`src/rtl/l2_pkg.sv`:
```
// Shared definitions for the L2 fill controller: state encoding, line geometry and
// address-split helpers (byte offset 4 bits, then index, then tag).
package l2_pkg;

    localparam int ADDR_W         = 32;
    localparam int WORD_W         = 32;
    localparam int WORDS_PER_LINE = 4;
    localparam int LINE_W         = WORD_W * WORDS_PER_LINE;
    localparam int OFFS_W         = 4;

    localparam logic [1:0] ST_IDLE  = 2'd0;
    localparam logic [1:0] ST_FILL  = 2'd1;
    localparam logic [1:0] ST_WRITE = 2'd2;
    localparam logic [1:0] ST_RESP  = 2'd3;

    // Ascending range so that word0 lands on bits [0:31] as the L1 expects.
    typedef logic [0:LINE_W-1] line_t;
    typedef logic [WORD_W-1:0] word_t;

    function automatic logic [1:0] addr_word(input logic [ADDR_W-1:0] a);
        return a[3:2];
    endfunction

    function automatic logic [ADDR_W-1:0] addr_idx(input logic [ADDR_W-1:0] a, input int idx_w);
        return (a >> OFFS_W) & ((ADDR_W'(1) << idx_w) - ADDR_W'(1));
    endfunction

    function automatic logic [ADDR_W-1:0] addr_tag(input logic [ADDR_W-1:0] a, input int idx_w);
        return a >> (OFFS_W + idx_w);
    endfunction

endpackage

```
`src/rtl/l2_fill_ctrl_if.sv`:
```
// L1-side request bundle and memory-side beat bundle for the L2 fill controller.
// "master" is the side that originates requests on each bundle.
interface l2_l1_if;
    import l2_pkg::*;

    logic [ADDR_W-1:0] req_addr;
    logic              req_ren;
    logic              req_wen;
    word_t             req_wdata;
    line_t             l1block;
    logic              stall_l2;

    modport master (output req_addr, req_ren, req_wen, req_wdata, input l1block, stall_l2);
    modport slave  (input req_addr, req_ren, req_wen, req_wdata, output l1block, stall_l2);
endinterface

interface l2_mem_if;
    import l2_pkg::*;

    logic              mem_req;
    logic              mem_we;
    logic [ADDR_W-1:0] mem_addr;
    word_t             mem_wdata;
    logic              mem_ack;
    word_t             mem_rdata;

    modport master (output mem_req, mem_we, mem_addr, mem_wdata, input mem_ack, mem_rdata);
    modport slave  (input mem_req, mem_we, mem_addr, mem_wdata, output mem_ack, mem_rdata);
endinterface

```
`src/rtl/l2_line_store.sv`:
```
// Tag/valid/data array of the direct-mapped L2: combinational read by index,
// synchronous whole-line or single-word write, valid bits cleared asynchronously.
module l2_line_store
    import l2_pkg::*;
#(
    parameter int L2_LINES = 16,
    parameter int IDX_W    = $clog2(L2_LINES),
    parameter int TAG_W    = ADDR_W - OFFS_W - IDX_W
) (
    input  logic             clk,
    input  logic             rst,
    input  logic [IDX_W-1:0] rd_idx,
    output logic [TAG_W-1:0] rd_tag,
    output logic             rd_valid,
    output line_t            rd_line,
    input  logic             line_we,
    input  logic             word_we,
    input  logic [IDX_W-1:0] wr_idx,
    input  logic [TAG_W-1:0] wr_tag,
    input  line_t            wr_line,
    input  logic [1:0]       wr_word,
    input  word_t            wr_data
);

    logic [TAG_W-1:0]    tag_mem  [L2_LINES];
    line_t               data_mem [L2_LINES];
    logic [L2_LINES-1:0] valid_reg;

    genvar gi;
    generate
        for (gi = 0; gi < L2_LINES; gi++) begin : g_valid
            always_ff @(posedge clk or posedge rst) begin
                if (rst) begin
                    valid_reg[gi] <= 1'b0;
                end else if (line_we && (wr_idx == IDX_W'(gi))) begin
                    valid_reg[gi] <= 1'b1;
                end
            end
        end
    endgenerate

    always_ff @(posedge clk) begin
        if (line_we) begin
            tag_mem[wr_idx]  <= wr_tag;
            data_mem[wr_idx] <= wr_line;
        end else if (word_we) begin
            data_mem[wr_idx][{wr_word, 5'b00000} +: WORD_W] <= wr_data;
        end
    end

    assign rd_tag   = tag_mem[rd_idx];
    assign rd_line  = data_mem[rd_idx];
    assign rd_valid = valid_reg[rd_idx];

endmodule

```
`src/rtl/l2_fill_ctrl.sv`:
```
// Direct-mapped write-through L2 between L1 and memory: 4-beat line fills, write forwarding.
// Define L2_STATS_EN to add the hit_cnt/miss_cnt read-statistics ports.
module l2_fill_ctrl
    import l2_pkg::*;
#(
    parameter int L2_LINES = 16
) (
    input  logic     clk,
    input  logic     rst,
    l2_l1_if.slave   l1,
    l2_mem_if.master mem
`ifdef L2_STATS_EN
    ,
    output logic [31:0] hit_cnt,
    output logic [31:0] miss_cnt
`endif
);

    localparam int IDX_W = $clog2(L2_LINES);
    localparam int TAG_W = ADDR_W - OFFS_W - IDX_W;

    logic [1:0]        state_reg;
    logic [1:0]        beat_reg;
    logic [ADDR_W-1:0] addr_reg;
    line_t             buf_reg;
    line_t             l1block_reg;
    logic              mem_req_reg;
    logic              mem_we_reg;
    logic [ADDR_W-1:0] mem_addr_reg;
    word_t             mem_wdata_reg;

    logic [ADDR_W-1:0] look_addr;
    logic [IDX_W-1:0]  look_idx;
    logic [TAG_W-1:0]  look_tag;
    logic [TAG_W-1:0]  rd_tag;
    logic              rd_valid;
    line_t             rd_line;
    logic              hit;
    line_t             fill_line;
    logic              beat_done;
    logic              line_we;
    logic              word_we;

    // In IDLE the live request is looked up; afterwards the latched address is,
    // so a request dropped mid-fill still installs into the right line.
    assign look_addr = (state_reg == ST_IDLE) ? l1.req_addr : addr_reg;
    assign look_idx  = IDX_W'(addr_idx(look_addr, IDX_W));
    assign look_tag  = TAG_W'(addr_tag(look_addr, IDX_W));
    assign hit       = rd_valid && (rd_tag == look_tag);

    always_comb begin
        fill_line = buf_reg;
        fill_line[{beat_reg, 5'b00000} +: WORD_W] = mem.mem_rdata;
    end

    assign beat_done = mem_req_reg && mem.mem_ack;
    assign line_we   = (state_reg == ST_FILL)  && beat_done && (beat_reg == 2'd3);
    assign word_we   = (state_reg == ST_WRITE) && beat_done && hit;

    l2_line_store #(
        .L2_LINES (L2_LINES),
        .IDX_W    (IDX_W),
        .TAG_W    (TAG_W)
    ) u_store (
        .clk      (clk),
        .rst      (rst),
        .rd_idx   (look_idx),
        .rd_tag   (rd_tag),
        .rd_valid (rd_valid),
        .rd_line  (rd_line),
        .line_we  (line_we),
        .word_we  (word_we),
        .wr_idx   (look_idx),
        .wr_tag   (look_tag),
        .wr_line  (fill_line),
        .wr_word  (addr_word(addr_reg)),
        .wr_data  (mem_wdata_reg)
    );

    always_ff @(posedge clk or posedge rst) begin
        if (rst) begin
            state_reg     <= ST_IDLE;
            beat_reg      <= 2'd0;
            addr_reg      <= '0;
            buf_reg       <= '0;
            l1block_reg   <= '0;
            mem_req_reg   <= 1'b0;
            mem_we_reg    <= 1'b0;
            mem_addr_reg  <= '0;
            mem_wdata_reg <= '0;
        end else begin
            case (state_reg)
                ST_IDLE: begin
                    if (l1.req_ren) begin
                        addr_reg <= l1.req_addr;
                        if (hit) begin
                            l1block_reg <= rd_line;
                            state_reg   <= ST_RESP;
                        end else begin
                            beat_reg     <= 2'd0;
                            mem_req_reg  <= 1'b1;
                            mem_we_reg   <= 1'b0;
                            mem_addr_reg <= {l1.req_addr[ADDR_W-1:4], 4'b0000};
                            state_reg    <= ST_FILL;
                        end
                    end else if (l1.req_wen) begin
                        addr_reg      <= l1.req_addr;
                        mem_req_reg   <= 1'b1;
                        mem_we_reg    <= 1'b1;
                        mem_addr_reg  <= {l1.req_addr[ADDR_W-1:2], 2'b00};
                        mem_wdata_reg <= l1.req_wdata;
                        state_reg     <= ST_WRITE;
                    end
                end
                ST_FILL: begin
                    if (beat_done) begin
                        buf_reg <= fill_line;
                        if (beat_reg == 2'd3) begin
                            l1block_reg <= fill_line;
                            mem_req_reg <= 1'b0;
                            state_reg   <= ST_RESP;
                        end else begin
                            beat_reg     <= beat_reg + 2'd1;
                            mem_addr_reg <= {addr_reg[ADDR_W-1:4], beat_reg + 2'd1, 2'b00};
                        end
                    end
                end
                ST_WRITE: begin
                    if (beat_done) begin
                        mem_req_reg <= 1'b0;
                        mem_we_reg  <= 1'b0;
                        state_reg   <= ST_RESP;
                    end
                end
                default: begin
                    state_reg <= ST_IDLE;
                end
            endcase
        end
    end

`ifdef L2_STATS_EN
    always_ff @(posedge clk or posedge rst) begin
        if (rst) begin
            hit_cnt  <= '0;
            miss_cnt <= '0;
        end else if ((state_reg == ST_IDLE) && l1.req_ren) begin
            if (hit) begin
                hit_cnt <= hit_cnt + 32'd1;
            end else begin
                miss_cnt <= miss_cnt + 32'd1;
            end
        end
    end
`endif

    // Combinational so the L1 is held in the very cycle it raises a request.
    assign l1.stall_l2   = (l1.req_ren | l1.req_wen) & (state_reg != ST_RESP);
    assign l1.l1block    = l1block_reg;
    assign mem.mem_req   = mem_req_reg;
    assign mem.mem_we    = mem_we_reg;
    assign mem.mem_addr  = mem_addr_reg;
    assign mem.mem_wdata = mem_wdata_reg;

endmodule

```
`src/flat_wrapper.sv`:
```
// flat-port wrapper written by rule: the top's interface ports become plain ports
module l2_fill_ctrl_flat import l2_pkg::*;
#(
    parameter int L2_LINES = 16
)
  (clk, rst, l1_req_addr, l1_req_ren, l1_req_wen, l1_req_wdata, l1_l1block, l1_stall_l2, mem_mem_req, mem_mem_we, mem_mem_addr, mem_mem_wdata, mem_mem_ack, mem_mem_rdata);
  l2_l1_if l1_i ();
  l2_mem_if mem_i ();
  input  logic clk;
  input  logic rst;
  input wire logic [$bits(l1_i.req_addr)-1:0] l1_req_addr;
  input wire logic [$bits(l1_i.req_ren)-1:0] l1_req_ren;
  input wire logic [$bits(l1_i.req_wen)-1:0] l1_req_wen;
  input wire logic [$bits(l1_i.req_wdata)-1:0] l1_req_wdata;
  output wire logic [$bits(l1_i.l1block)-1:0] l1_l1block;
  output wire logic [$bits(l1_i.stall_l2)-1:0] l1_stall_l2;
  output wire logic [$bits(mem_i.mem_req)-1:0] mem_mem_req;
  output wire logic [$bits(mem_i.mem_we)-1:0] mem_mem_we;
  output wire logic [$bits(mem_i.mem_addr)-1:0] mem_mem_addr;
  output wire logic [$bits(mem_i.mem_wdata)-1:0] mem_mem_wdata;
  input wire logic [$bits(mem_i.mem_ack)-1:0] mem_mem_ack;
  input wire logic [$bits(mem_i.mem_rdata)-1:0] mem_mem_rdata;
  assign l1_i.req_addr = l1_req_addr;
  assign l1_i.req_ren = l1_req_ren;
  assign l1_i.req_wen = l1_req_wen;
  assign l1_i.req_wdata = l1_req_wdata;
  assign l1_l1block = l1_i.l1block;
  assign l1_stall_l2 = l1_i.stall_l2;
  assign mem_mem_req = mem_i.mem_req;
  assign mem_mem_we = mem_i.mem_we;
  assign mem_mem_addr = mem_i.mem_addr;
  assign mem_mem_wdata = mem_i.mem_wdata;
  assign mem_i.mem_ack = mem_mem_ack;
  assign mem_i.mem_rdata = mem_mem_rdata;
  l2_fill_ctrl #(.L2_LINES(L2_LINES)) u_core (.clk(clk), .rst(rst), .l1(l1_i), .mem(mem_i));
endmodule
```
`config.mk`:
```
export PLATFORM = sky130hd
export DESIGN_NAME = l2_fill_ctrl_flat
export DESIGN_NICKNAME = d
export VERILOG_FILES = /design/src/rtl/l2_pkg.sv /design/src/rtl/l2_fill_ctrl_if.sv /design/src/rtl/l2_line_store.sv /design/src/rtl/l2_fill_ctrl.sv /design/src/flat_wrapper.sv
export SDC_FILE = /design/constraint.sdc
export NUM_CORES = 2
export LEC_CHECK = 0
export ABC_CLOCK_PERIOD_IN_PS = 16270
export CAP_MARGIN = 10
export CELL_PAD_IN_SITES_DETAIL_PLACEMENT = 0
export CELL_PAD_IN_SITES_GLOBAL_PLACEMENT = 1
export CORE_UTILIZATION = 40
export DETAILED_ROUTE_END_ITERATION = 12
export PLACE_DENSITY_LB_ADDON = 0.15
export SLEW_MARGIN = 20
export SYNTH_ARGS = -nofsm -noshare
export SYNTH_HDL_FRONTEND = slang
export SYNTH_SLANG_ARGS = --single-unit
```
`constraint.sdc`:
```
create_clock -name clk -period 16.27 [get_ports clk]
set_input_delay 1.627 -clock clk [delete_from_list [all_inputs] [get_ports clk]]
set_output_delay 1.627 -clock clk [all_outputs]
set_load 0.03 [all_outputs]
```
# Word-level counts from Yosys, hierarchy flattened
# Memory sizes are Yosys's and may differ from the RTL's.
# Index checks and enable logic that the tools add are counted.
# word_totals
reg_bits	374
latch_bits	0
ram_bits	2432
rom_bits	0
in_bits	101
memories	2
# memory_table
name	depth	word_bits	read_ports	rd_clocked_by_memory_dff	wr	line_no	rtl
u_core.u_store.data_mem	16	128	1	0	1	l2_line_store.sv:26	line_t data_mem [L2_LINES];
u_core.u_store.tag_mem	16	24	1	0	1	l2_line_store.sv:25	logic [TAG_W-1:0] tag_mem [L2_LINES];
# classes
add_sub_neg	3
mul	0
n_div	0
magnitude_cmp	1
eq_ne	29
n_shift	4
muxes	172
n_bitwise	133
reduce_logical	37
# op_table
operator	count
2-to-1 mux 128 bit	5
variable shift 129 x 9 -> 128 bit (first input constant)	2
indexed part select 129 x 9 -> 128 bit	2
2-to-1 mux 32 bit	8
case mux 128 bit (2 select lines)	1
2-to-1 mux 1 bit	141
bitwise OR 1 bit	129
bitwise mux 128 bit	1
case mux 32 bit (2 select lines)	1
equality test 4 bit (second input constant)	8
equality test 24 bit	1
logical AND 1 bit	22
2-to-1 mux 2 bit	10
negation 8 -> 9 bit	2
equality test 4 x 3 -> 1 bit (second input constant)	4
NOT 7 -> 8 bit	2
AND reduction 5 bit	3
inequality test 2 bit (second input constant)	5
equality test 4 x 2 -> 1 bit (second input constant)	2
AND reduction 4 bit	2
inequality test 2 x 1 -> 1 bit (second input constant)	3
inequality test 3 bit (second input constant)	2
case mux 2 bit (3 select lines)	1
AND reduction 6 bit	1
17 further kinds	21

# Logic depth before layout (Yosys ltp)
# logic_depth
ltp_word	10
mapped_depth	19
mapped_depth_nobuf	11

# Modules after synthesis
# A second synthesis with hierarchy kept.
# hier_totals
cells_unflattened	6025
area_unflattened_um2	112331.5
# by_module_without_submodules
mod	n_inst	cells_per_inst	area_each_um2
l2_line_store	1	4162	93836.2
l2_fill_ctrl	1	1863	18495.2

# Worst setup path after synthesis
# No wires, ideal clock.
# synth_path
path_kind	input port to flip-flop
start	in l1_req_addr[5]
end	mem u_core.u_store.data_mem[10][64] (netlist bit), enable pin
setup_ps	432
t_arrival_ps	5760
t_required_ps	15838
setup_slack_ps	10078
path_stages	16
path_buffers	7
path_cell_list	or3b_1 > clkbuf_1 > buf_2 > buf_1 > a21oi_1 > o41ai_1 > nand4_1 > xnor2_1 > nor4_1 > and4_1 > buf_4 > nand3_4 > buf_6 > buf_6 > buf_6 > a21oi_1
# synth_via
elab_chain_cells	9
elab_cells_between_ends	11
classes_between	eq/ne (1); mux (6); bitwise (1); reduce/logical (2); memory (1)
# synth_lines
element	line_no	rtl
start, declared	flat_wrapper.sv:11	input wire logic [$bits(l1_i.req_addr)-1:0] l1_req_addr;
2-to-1 mux 32 bit *	l2_fill_ctrl.sv:46	assign look_addr = (state_reg == ST_IDLE) ? l1.req_addr : addr_reg;
memory read (16 x 24 bit) or binary-select mux 1 bit (select 4 bit) (tied branches)	--	
equality test 24 bit or 2-to-1 mux 1 bit (tied branches)	l2_fill_ctrl.sv:49, l2_line_store.sv:53	
logical AND 1 bit	l2_fill_ctrl.sv:49	assign hit = rd_valid && (rd_tag == look_tag);
logical AND 1 bit	l2_fill_ctrl.sv:58	assign word_we = (state_reg == ST_WRITE) && beat_done && hit;
2-to-1 mux 1 bit	l2_line_store.sv:46	end else if (word_we) begin
2-to-1 mux 1 bit	l2_line_store.sv:43	if (line_we) begin
2-to-1 mux 128 bit (not written as such)	l2_line_store.sv:47	data_mem[wr_idx][{wr_word, 5'b00000} +: WORD_W] <= wr_data;
bitwise OR 1 bit (no line)	--	
end, declared	l2_line_store.sv:26	
# Mark *: on every way between the ends. The rest lies on a longest branch, timed or not. The select of a mux whose other input is x is not followed.

# Worst setup path after layout
# layout_path
start	in l1_req_addr[7]
end	mem u_core.u_store.data_mem[5][19] (netlist bit), enable pin
# Same word-level chain as after synthesis.

==> impl_metrics.ini <==
[run_status]
outcome = complete, no violations

[worst_setup_path]
slowest_delay_ps = 780
critPathLaunchType = input port
worstSetupPathType = input port to register
worst-path-buf-inv = 5
critPathArrivalTime_ps = 8410
path_common_cell = buf_4
worst_path_dominant_cell_family = buffers and inverters
worst-path-max-fanout = 39
crit_chain = clkdlybuf4s50_1 > nand2_1 > o22ai_4 > buf_4 > buf_4 > o41ai_1 > and4bb_2 > xnor2_1 > nor4_1 > and4_1 > nand3_4 > buf_4 > a21oi_4 > buf_4
end_kind = register
crit_slowest_cell = nor4_1
required_ps = 16720

[die]
die_y_um = 528.5
core_area_um2 = 274600
die_w_um = 528.5
initial_core_util_pct = 40.39
rows = 192
fp.dieArea_um2 = 279400
ioPinCount = 296

[logic_synthesis]
synth_cell_types = 61
ys.flop_type = edfxtp_1
yosysSeqAreaShare_pct = 74.20
netlist_area_um2 = 110900
ys_warn_count = 0
synth_seq_cells = 2802
netlist_instances = 5966
synth_enable_flop_cells = 2432
synthArstFlopShare_pct = 13.20
avgSynthCellArea_um2 = 18.59

[pwr]
power_density_nw_per_um2 = 192.6
power.leakage_nw = 42.61
max-vdd-ir-drop_uv = 161.2

[detailed_routing]
first_pass_iters = 5
finalWirelength_um = 340900
drt-wirelength-per-cell_um = 32.93
ant_nets = 0
wl_met1_um = 142600
drc = 0
highest_layer = met5
dr_total_vias = 60320
wl_met2_um = 162600
drtIter0Drc = 6501
viasPerCell = 5.826
wl_met3_um = 25150

[placed_design]
pre_cts_ws_ps = 7172
post-dp-hpwl_um = 180800
place_congestion = 0.7537
portBuffers = 291

[sta]
fin_ws_ps = 8314
fmax_ghz = 0.1257
maxSlewHeadroom_pct = 13.87
maxSlewViolCount = 0
fin_skew_ps = 55.74
rsz0062_at_grt = no
tns_ps = 0
final_hold_viol_count = 0
finalSetupViolCount = 0
fin_crit_ps = 7956
tightest_slew_ps = 1278
fin_crit_sh_pct = 48.90

[clock_network]
cts_resized = 0
htree_levels = 5
cts_tree = done
ctsHoldBuffers = 0
cts_buffers = 307
clock-sinks = 2802
postCtsSetupRepairBufs = 0
cts_root_buf = clkbuf_16
clock_latency_ps = 870
clockBufferDepth = 4
clk_pin_slew_ps = 60

[grt]
grt_max_degree = 123
grtUsageTotal_pct = 24.20
gr-total-overflow = 0
grt_pass1_vias = 59610
grt_antenna_before_repair = 41
grt_pass1_wl_um = 472600

[cells_and_area]
top_register = u_core.u_store.data_mem
top_regs = u_core.u_store.data_mem: 2048 flops, u_core.u_store.tag_mem: 384 flops
area_delta_synth_final_pct = 16.57
largest_reg_flops = 2048
layout-drive-gt1-share_pct = 25.58
layout.nets = 6470

[min_path]
hold_path.class = register to register

[flow_run]
cap_violations = 0
[path summary, 6_finish.rpt]
kind                                             start                              to  slack, ps  cells past startpoint
max in group asynchronous                          rst           u_core.l1.l1block[14]      12590                      4
max                                     l1_req_addr[7]  u_core.u_store.data_mem[5][19]       8310                     14
max reg2reg                        u_core.state_reg[1]  u_core.u_store.data_mem[5][19]       8430                     15
min                        u_core.u_store.valid_reg[5]     u_core.u_store.valid_reg[5]        470                      1
min reg2reg                u_core.u_store.valid_reg[5]     u_core.u_store.valid_reg[5]        470                      1
min in group asynchronous                          rst             u_core.addr_reg[30]       1270                      2
[where the power goes]
group / total [W] / switching, W / internal, W / leakage (nW)
Clock: 0.00695 / 0.00286 / 0.00409 / 4.91
Sequential: 0.00943 / 0.000278 / 0.00915 / 26.9
Combinational: 0.00852 / 0.00547 / 0.00304 / 10.8
Total: 0.0249 / 0.00861 / 0.0163 / 42.6
[kinds of logic (layout without fill, tap and decap cells)]
logic type,after synthesis,count (layout),share of synthesized area [%]
AO/OA/AOI/OAI,1070,1070,5.994
XOR/XNOR,23,23,0.1816
adder cells (fa/ha/maj),9,9,0.1015
buffers and inverters,557,1201,2.154
flip-flops,2802,2802,74.20
multiplexers,952,952,15.19
other,1,58,0.003381
AND/OR/NAND/NOR,552,552,2.178
[synthesized netlist by cell type, drive strengths merged, types with 11 or more instances]
cell type,instances,share of area [%]
a21oi,332,1.5
a221oi,128,1.0
a22o,129,1.0
buf,164,0.82
clkbuf,232,0.79
dfrtp,370,8.3
edfxtp,2432,66
inv,161,0.54
mux2,381,3.9
mux2i,29,0.27
mux4,542,11
nand2,415,1.4
nand4,11,0.062
nor2,48,0.16
nor4,12,0.085
o21ai,389,1.8
o41ai,63,0.50
or2,19,0.11
xnor2,23,0.18
[metrics by stage]
step,area (µm²),cells,power [W],utilization (%),hold slack [ps]
floorplan,110900,5967,0.01481,-,433.7
global placement,119100,9735,0.01804,43.37,447.1
detailed placement,119100,9736,0.01817,43.38,451.4
CTS,129100,10300,0.02510,47.02,466.2
global route,129200,10310,0.02588,47.04,480.3
finish,129300,10350,0.02490,47.08,467.4
[area by class of cell]
cell class,instances,area (µm²)
inverters,161,611.8
flip-flops and latches,2802,82290
clock buffers,415,8602
clock inverters,145,1395
diodes,56,140.1
fillers,23090,145300
repair buffers,480,4422
well taps,3686,4612
multi-input cells,2608,27190
[layout by cell type, fill, tap and decap left out, drive strengths merged, types with 5 or more instances in the layout]
cell / instances
a21oi: 332
a221oi: 128
a22o: 129
a22oi: 5
and3: 6
and4: 6
buf: 189
bufinv: 23
clkbuf: 415
clkdlybuf4s50: 291
clkinv: 107
clkinvlp: 5
dfrtp: 370
diode: 56
edfxtp: 2432
ha: 9
inv: 171
mux2: 381
mux2i: 29
mux4: 542
nand2: 415
nand3: 6
nand4: 11
nor2: 48
nor4: 12
o21ai: 389
o22ai: 7
o41ai: 63
or2: 19
xnor2: 23
[layer usage]
metal	vias up	global-route usage, %
met5	-	0
met4	4	7.828
met3	455	4.300
met2	2366	38.44
met1	32630	33.79
li1	24870	-
(Power assumes the default switching activity.)
